==> config.mk <==
export PLATFORM = sky130hd
export DESIGN_NAME = click_arbiter_flat
export DESIGN_NICKNAME = d
export VERILOG_FILES = /design/src/rtl/click_arbiter_if.sv /design/src/rtl/click_arbiter.sv /design/src/flat_wrapper.sv
export SDC_FILE = /design/constraint.sdc
export NUM_CORES = 1
export LEC_CHECK = 0
export CAP_MARGIN = 0
export CORE_MARGIN = 5
export CORE_UTILIZATION = 60
export DETAILED_ROUTE_END_ITERATION = 16
export GPL_ROUTABILITY_DRIVEN = 0
export PLACE_DENSITY = 0.94
export SKIP_CTS_REPAIR_TIMING = 1
export SYNTH_ARGS = -nofsm -noshare
export SYNTH_HDL_FRONTEND = slang
export SYNTH_SLANG_ARGS = --single-unit
==> constraint.sdc <==
create_clock -name clk -period 4.4 [get_ports clk]
set_input_delay 0.44 -clock clk [delete_from_list [all_inputs] [get_ports clk]]
set_output_delay 0.44 -clock clk [all_outputs]
set_load 0.03 [all_outputs]
==> src/rtl/click_arbiter_if.sv <==
// rtl/click_arbiter_if.sv - handshake and status bundle between button front end and game core
interface click_arbiter_if #(
  parameter int N  = 4,
  parameter int CW = 4
);
  logic          start;
  logic [CW-1:0] max_clicks;
  logic [N-1:0]  click;
  logic          done;
  logic          step_valid;
  logic [1:0]    step_player;
  logic          step_ready;
  logic          active;
  logic [N-1:0]  exhausted;
  logic [1:0]    state;

  modport slave (
    input  start, max_clicks, click, done, step_ready,
    output step_valid, step_player, active, exhausted, state
  );

  modport master (
    output start, max_clicks, click, done, step_ready,
    input  step_valid, step_player, active, exhausted, state
  );
endinterface

==> src/rtl/click_arbiter.sv <==
// rtl/click_arbiter.sv - round-robin click arbiter with per-player budget
module click_arbiter (
  input  logic            clk,
  input  logic            rst,
  click_arbiter_if.slave  bus
);
  localparam int N  = 4;
  localparam int CW = 4;

  typedef enum logic [1:0] {
    S_IDLE = 2'd0,
    S_RUN  = 2'd1,
    S_HALT = 2'd2
  } state_e;

  state_e        state_q, state_d;
  logic          step_valid_q, step_valid_d;
  logic [1:0]    step_player_q, step_player_d;
  logic          active_q;
  logic [N-1:0]  exhausted_q, exhausted_d;
  logic [N-1:0]  pending_q, pending_d;
  logic [N-1:0]  prev_q;
  logic [CW-1:0] budget_q, budget_d;
  logic [CW-1:0] used_q [N];
  logic [CW-1:0] used_d [N];
  logic [1:0]    ptr_q, ptr_d;

  logic          accept, free, found;
  logic [N-1:0]  acc_oh, load_oh, rise, pend_eff;
  logic [1:0]    base, pick, idx;
  logic [CW-1:0] used_inc;

  always_comb begin
    state_d       = state_q;
    step_valid_d  = step_valid_q;
    step_player_d = step_player_q;
    exhausted_d   = exhausted_q;
    pending_d     = pending_q;
    budget_d      = budget_q;
    used_d        = used_q;
    ptr_d         = ptr_q;

    accept   = step_valid_q & bus.step_ready;
    free     = ~step_valid_q | accept;
    acc_oh   = accept ? (N'(1) << step_player_q) : '0;
    rise     = bus.click & ~prev_q;
    pend_eff = pending_q & ~acc_oh;
    load_oh  = '0;
    used_inc = used_q[step_player_q] + CW'(1);

    // Search starts just past the player being accepted so the pointer update takes effect immediately
    base  = accept ? step_player_q + 2'd1 : ptr_q;
    found = 1'b0;
    pick  = base;
    idx   = base;
    for (int k = 0; k < N; k++) begin
      idx = base + 2'(k);
      if (!found && pend_eff[idx]) begin
        found = 1'b1;
        pick  = idx;
      end
    end

    case (state_q)
      S_RUN: begin
        if (accept) begin
          used_d[step_player_q] = used_inc;
          ptr_d                 = step_player_q + 2'd1;
          if (used_inc == budget_q) exhausted_d[step_player_q] = 1'b1;
        end
        if (bus.done) begin
          state_d      = S_HALT;
          step_valid_d = 1'b0;
          pending_d    = '0;
        end else if (&exhausted_q && !step_valid_q) begin
          state_d   = S_HALT;
          pending_d = '0;
        end else begin
          if (free) begin
            step_valid_d = found;
            if (found) begin
              step_player_d = pick;
              load_oh       = N'(1) << pick;
            end
          end
          pending_d = ((pending_q & ~load_oh) | rise) & ~exhausted_d;
        end
      end
      default: begin
        if (bus.start) begin
          state_d      = S_RUN;
          step_valid_d = 1'b0;
          budget_d     = bus.max_clicks;
          pending_d    = '0;
          ptr_d        = '0;
          exhausted_d  = {N{bus.max_clicks == '0}};
          for (int i = 0; i < N; i++) used_d[i] = '0;
        end
      end
    endcase
  end

  always_ff @(posedge clk) begin
    if (!rst) begin
      state_q       <= S_IDLE;
      step_valid_q  <= 1'b0;
      step_player_q <= '0;
      active_q      <= 1'b0;
      exhausted_q   <= '0;
      pending_q     <= '0;
      prev_q        <= '0;
      budget_q      <= '0;
      ptr_q         <= '0;
      for (int i = 0; i < N; i++) used_q[i] <= '0;
    end else begin
      state_q       <= state_d;
      step_valid_q  <= step_valid_d;
      step_player_q <= step_player_d;
      active_q      <= (state_d == S_RUN);
      exhausted_q   <= exhausted_d;
      pending_q     <= pending_d;
      prev_q        <= bus.click;
      budget_q      <= budget_d;
      ptr_q         <= ptr_d;
      used_q        <= used_d;
    end
  end

  assign bus.step_valid  = step_valid_q;
  assign bus.step_player = step_player_q;
  assign bus.active      = active_q;
  assign bus.exhausted   = exhausted_q;
  assign bus.state       = state_q;
endmodule
==> src/flat_wrapper.sv <==
// flat-port wrapper written by rule: the top's interface ports become plain ports
module click_arbiter_flat 
  (clk, rst, bus_start, bus_max_clicks, bus_click, bus_done, bus_step_ready, bus_step_valid, bus_step_player, bus_active, bus_exhausted, bus_state);
  click_arbiter_if bus_i ();
  input  logic clk;
  input  logic rst;
  input wire logic [$bits(bus_i.start)-1:0] bus_start;
  input wire logic [$bits(bus_i.max_clicks)-1:0] bus_max_clicks;
  input wire logic [$bits(bus_i.click)-1:0] bus_click;
  input wire logic [$bits(bus_i.done)-1:0] bus_done;
  input wire logic [$bits(bus_i.step_ready)-1:0] bus_step_ready;
  output wire logic [$bits(bus_i.step_valid)-1:0] bus_step_valid;
  output wire logic [$bits(bus_i.step_player)-1:0] bus_step_player;
  output wire logic [$bits(bus_i.active)-1:0] bus_active;
  output wire logic [$bits(bus_i.exhausted)-1:0] bus_exhausted;
  output wire logic [$bits(bus_i.state)-1:0] bus_state;
  assign bus_i.start = bus_start;
  assign bus_i.max_clicks = bus_max_clicks;
  assign bus_i.click = bus_click;
  assign bus_i.done = bus_done;
  assign bus_i.step_ready = bus_step_ready;
  assign bus_step_valid = bus_i.step_valid;
  assign bus_step_player = bus_i.step_player;
  assign bus_active = bus_i.active;
  assign bus_exhausted = bus_i.exhausted;
  assign bus_state = bus_i.state;
  click_arbiter u_core (.clk(clk), .rst(rst), .bus(bus_i));
endmodule
# After elaboration in Yosys (flattened, before gate mapping)
# Cells that the tools add are included.
dict set report totals {
  reg_bits 40
  in_bits 13
  out_inout_bits 10
  word_cells 121
}
dict set report classes {
  add_sub_neg 5
  n_lt_le_gt_ge 8
  eq_ne 6
  n_shift 2
  mux 53
  bitwise_logic 17
  reduce_logical 17
}
# operator count
set op_table {}
lappend op_table {{two-way mux 4 bit} 18}
lappend op_table {{two-way mux 16 bit} 3}
lappend op_table {{two-way mux 2 bit} 10}
lappend op_table {{bitwise AND 4 bit} 4}
lappend op_table {{bitwise mux 16 bit} 1}
lappend op_table {{NOT 4 bit} 4}
lappend op_table {{less-than comparator 2 x 3 -> 1 bit (second input constant)} 5}
lappend op_table {{two-way mux 1 bit} 14}
lappend op_table {{binary-select mux 1 bit (select 2 bit)} 4}
lappend op_table {{binary-select mux 4 bit (select 2 bit)} 1}
lappend op_table {{demux 4 bit (select 2 bit)} 1}
lappend op_table {{OR 4 bit} 2}
lappend op_table {{<< shifter 1 x 2 -> 4 bit (first input constant)} 2}
lappend op_table {{logical AND 1 bit} 6}
lappend op_table {{AND reduction 5 bit} 1}
lappend op_table {{adder 2 x 1 -> 2 bit (second input constant)} 2}
lappend op_table {{adder 2 bit (second input constant)} 2}
lappend op_table {{adder 4 x 1 -> 4 bit (second input constant)} 1}
lappend op_table {{equality test 2 x 1 -> 1 bit (second input constant)} 2}
lappend op_table {{equality test 4 bit} 1}
lappend op_table {{zero test 1 bit} 4}
lappend op_table {{zero test 4 bit} 1}
lappend op_table {{NOT 1 bit} 4}
lappend op_table {{AND reduction 2 bit} 2}
lappend op_table {{other kinds (13)} 13}

# Logic depth before layout (Yosys ltp)
dict set report logic_depth {
  ltp_word 29
  ltp_mapped 9
  depth_no_buf 8
}

# Worst setup path after synthesis
# No wires, ideal clock.
dict set report synth_timing {
  path_kind {flip-flop to flip-flop}
  startpoint {register u_core.step_player_q[0] (netlist: u_core.bus.step_player[0])}
  endpoint {register u_core.pending_q[3]}
  setup_ns 0.118
  arrival_time_ns 2.759
  required_ns 4.282
  path_slack_ns 1.523
  stages_incl_launch_ff 9
  path_buffers 1
  period_less_slack_ns 2.877
  path_cell_list {dfxtp_1 -> buf_6 -> mux4_1 -> ha_1 -> xor2_1 -> or4_4 -> nor3b_1 -> o41a_2 -> o31ai_2}
}
dict set report synth_via {
  elab_chain_len 29
  word_cells_on_any_way 59
  classes_between {5 x add/sub; 2 x order compare; 1 x eq/ne; 2 x shift; 33 x mux; 9 x bitwise; 7 x reduce/logical}
}
# item line
set synth_rtl {}
lappend synth_rtl {{start: declaration} click_arbiter.sv:18} ;# logic [1:0] step_player_q, step_player_d;
lappend synth_rtl {{start signal: assignment} click_arbiter.sv:118} ;# step_player_q <= step_player_d;
lappend synth_rtl {{branches (longest 25 deep; another with adder 2 x 1 -> 2 bit)} -}
lappend synth_rtl {{bitwise AND 4 bit *} click_arbiter.sv:86} ;# pending_d = ((pending_q & ~load_oh) | rise) & ~exhausted_d;
lappend synth_rtl {{two-way mux 4 bit *} click_arbiter.sv:75} ;# end else if (&exhausted_q && !step_valid_q) begin
lappend synth_rtl {{two-way mux 4 bit *} click_arbiter.sv:71} ;# if (bus.done) begin
lappend synth_rtl {{two-way mux 4 bit *} click_arbiter.sv:64} ;# case (state_q)
lappend synth_rtl {{end signal: assignment} click_arbiter.sv:121} ;# pending_q <= pending_d;
lappend synth_rtl {{end: declaration} click_arbiter.sv:21} ;# logic [N-1:0] pending_q, pending_d;
# Every way passes the cells marked *. The select of a mux whose other input is x is not followed.
# A chain may end at the register's enable or synchronous reset.

# Final worst setup path
# Ends and elaborated chain as after synthesis.

==> metrics.yaml <==
sta:
  hold_viol: 0
  max_freq_mhz: 335
  whs_ns: 0.490
  relSlewSlack_pct: 51.4
  fin_worst_skew_ns: 0.00856
  finalCritPeriodShare_pct: 67.9
  period_minus_slack_ns: 2.99
  rsz0062_at_grt: "false"
  worstMarginPinSlew_ns: 0.728
  slew_violations: 0
  setup_viol: 0
  finalSetupTns_ns: 0
yosys:
  synth_area_leader_cell: "dfxtp_1"
  synthTopCellsByArea: "dfxtp_1, and2_1, nand3_1, nand2_1, o21ai_0"
  synth_async_sr_flop_share_pct: 0
  yosys_register_bits: 40
  ys.flop_type: "dfxtp_1"
  synth_top_area_share_pct: 37.5
  synth_edf_count: 0
  synth_seq_area_share_pct: 37.5
  synth.avg_cell_area_um2: 8.79
  syn-cell-area_um2: 2140
  ys_types: 50
  yosys_warnings: 0
  postSynthNetCount: 261
  synthCells: 243
power_and_ir_drop:
  ir_drop_v: 0.000196
  powerDensity_nw_per_um2: 273
  p_leak_uw: 0.000858
flow_run:
  maxCapViolCount: 0
grt:
  grt_use_met1_pct: 27.4
  antenna_found_initial: 0
  grt_first_pass_wirelength_um: 8350
  grtUsageMet3_pct: 4.49
  track_usage_pct: 21.0
  grt-ovfl-total: 0
  top_usage_layer: "met2"
  first_global_vias: 1790
  met2_usage_pct: 32.3
  grt_max_degree: 36
final_layout:
  final_util_pct: 71.7
  stdcell_area_um2: 2430
  final_common_cell: "dfxtp_1"
  drive_gt1_share_pct: 7.95
  syn2layout_area_growth_pct: 13.8
  fillers: 232
  antenna_cells: 0
  mostFrequentLayoutCells: "dfxtp_1, nand3_1, nand2_1"
  multi_input_area_um2: 1260
  regArea_um2: 801
  finish.net_count: 281
routing:
  dr.pass1.iters: 6
  first_iter_violations: 174
  vias: 1909
  avgViaCountPerCell: 6.16
  drt_wl_total_um: 4890
  antenna_left: 0
  routedWlPerCell_um: 15.8
  drc: 0
cts:
  cts.sinks: 40
  cts-htree-levels: 2
  cts_buffers: 5
  cts.clk_slew.worst_paths_ns: 0.12
  clk_latency_ns: 0.35
  tritoncts: "yes"
  cts_root_buf: "clkbuf_4"
  clock_path_buffers: 2
floorplan:
  dieArea_um2: 4850
  die_h_um: 69.7
  io_pins: 23
  num_rows: 21
  start_util_pct: 63.0
  fp.dieW_um: 69.7
  coreArea_um2: 3390
worst_setup_path:
  crit_fanout: 10
  worstSetupPathType: "reg2reg"
  critPathCaptureType: "register"
  r2r_slack_ns: 1.41
  crit_required_ns: 4.66
  crit_path_start_kind: "register"
  worstPathArrival_ns: 3.25
placement:
  dp_hpwl_um: 3340
  portBuffers: 22
  dpl_cell_area_um2: 2370
outcome:
  run_status: "completed"
worst_hold_path:
  hp-class: "reg2reg"
-- routing by layer --
| layer | routed length (µm) | vias up |
|---|---|---|
| li1 | - | 918 |
| met1 | 2140 | 864 |
| met2 | 2230 | 113 |
| met3 | 450 | 14 |
| met4 | 71 | 0 |
| met5 | 0 | - |
-- where the power goes --
part	internal (µW)	total (µW)	switching, µW
registers	372	380	8.47
logic	36.3	83.2	47.0
clock network	78.3	200	122
total	486	664	177
-- kinds of logic after synthesis --
kind of cell | Yosys count | synth area share, %
AND/OR/NAND/NOR | 110 | 27.4
AO/OA/AOI/OAI | 58 | 19.5
flip-flops | 40 | 37.5
buffers and inverters | 16 | 3.51
XOR/XNOR | 8 | 3.63
multiplexers | 6 | 5.51
adder cells (fa/ha/maj) | 5 | 2.93
-- metrics by stage --
| stage | total power (µW) | setup WS (ns) | std cells |
|---|---|---|---|
| after global placement | 469 | 1.52 | 302 |
| final | 664 | 1.41 | 310 |
| after detailed placement | 470 | 1.47 | 302 |
| after global routing | 698 | 1.31 | 310 |
| after floorplan | 438 | 1.52 | 243 |
| after CTS | 664 | 1.42 | 310 |
-- path summary, 6_finish.rpt --
| check | start | end | cells past startpoint |
|---|---|---|---|
| min reg2reg | u_core.budget_q[3] | u_core.budget_q[3] | 2 |
| max | u_core.bus.step_player[0] | u_core.pending_q[3] | 7 |
| min | u_core.budget_q[3] | u_core.budget_q[3] | 2 |
| max reg2reg | u_core.bus.step_player[0] | u_core.pending_q[3] | 7 |
-- flip-flops by register name, summed over array words and instances, names as in the netlist --
name                    flops
u_core.ptr_q                2
u_core.used_q              16
u_core.bus.step_valid       1
u_core.bus.step_player      2
u_core.bus.exhausted        4
u_core.bus.state            2
u_core.pending_q            4
u_core.prev_q               4
u_core.budget_q             4
u_core.bus.active           1
-- Yosys cell counts (2+ instances only) --
library cell / n
dfxtp_1: 40
nand3_1: 26
nand2_1: 25
and2_1: 21
o21ai_0: 17
a21boi_0: 11
nor2_1: 10
clkbuf_1: 7
inv_1: 6
a211oi_1: 5
ha_1: 5
nand2b_1: 5
nor2b_1: 5
nand4_1: 4
xnor2_1: 4
a21oi_1: 3
a22oi_1: 3
mux4_2: 3
nor3b_1: 3
xor2_1: 3
a22o_1: 2
a41oi_1: 2
and3_1: 2
buf_4: 2
nand3b_1: 2
o21a_1: 2
or3_1: 2
-- cell type report --
cell class | count | area share, %
Clock buffer | 7 | 2.26
Clock inverter | 1 | 0.309
Inverter | 6 | 0.926
Multi-Input combinational cell | 187 | 51.8
Sequential cell | 40 | 32.9
Tap cell | 46 | 2.37
Timing Repair Buffer | 23 | 9.37
-- worst max-delay path, stage by stage, from the launching register on --
cell and delay [ns]:
dfxtp_1 0.62, mux4_1 0.65, ha_1 0.40, xor2_1 0.17, or4_4 0.54, nor3b_1 0.28, o41a_2 0.19, o31ai_2 0.05
Power figures use the tool's default switching activity.
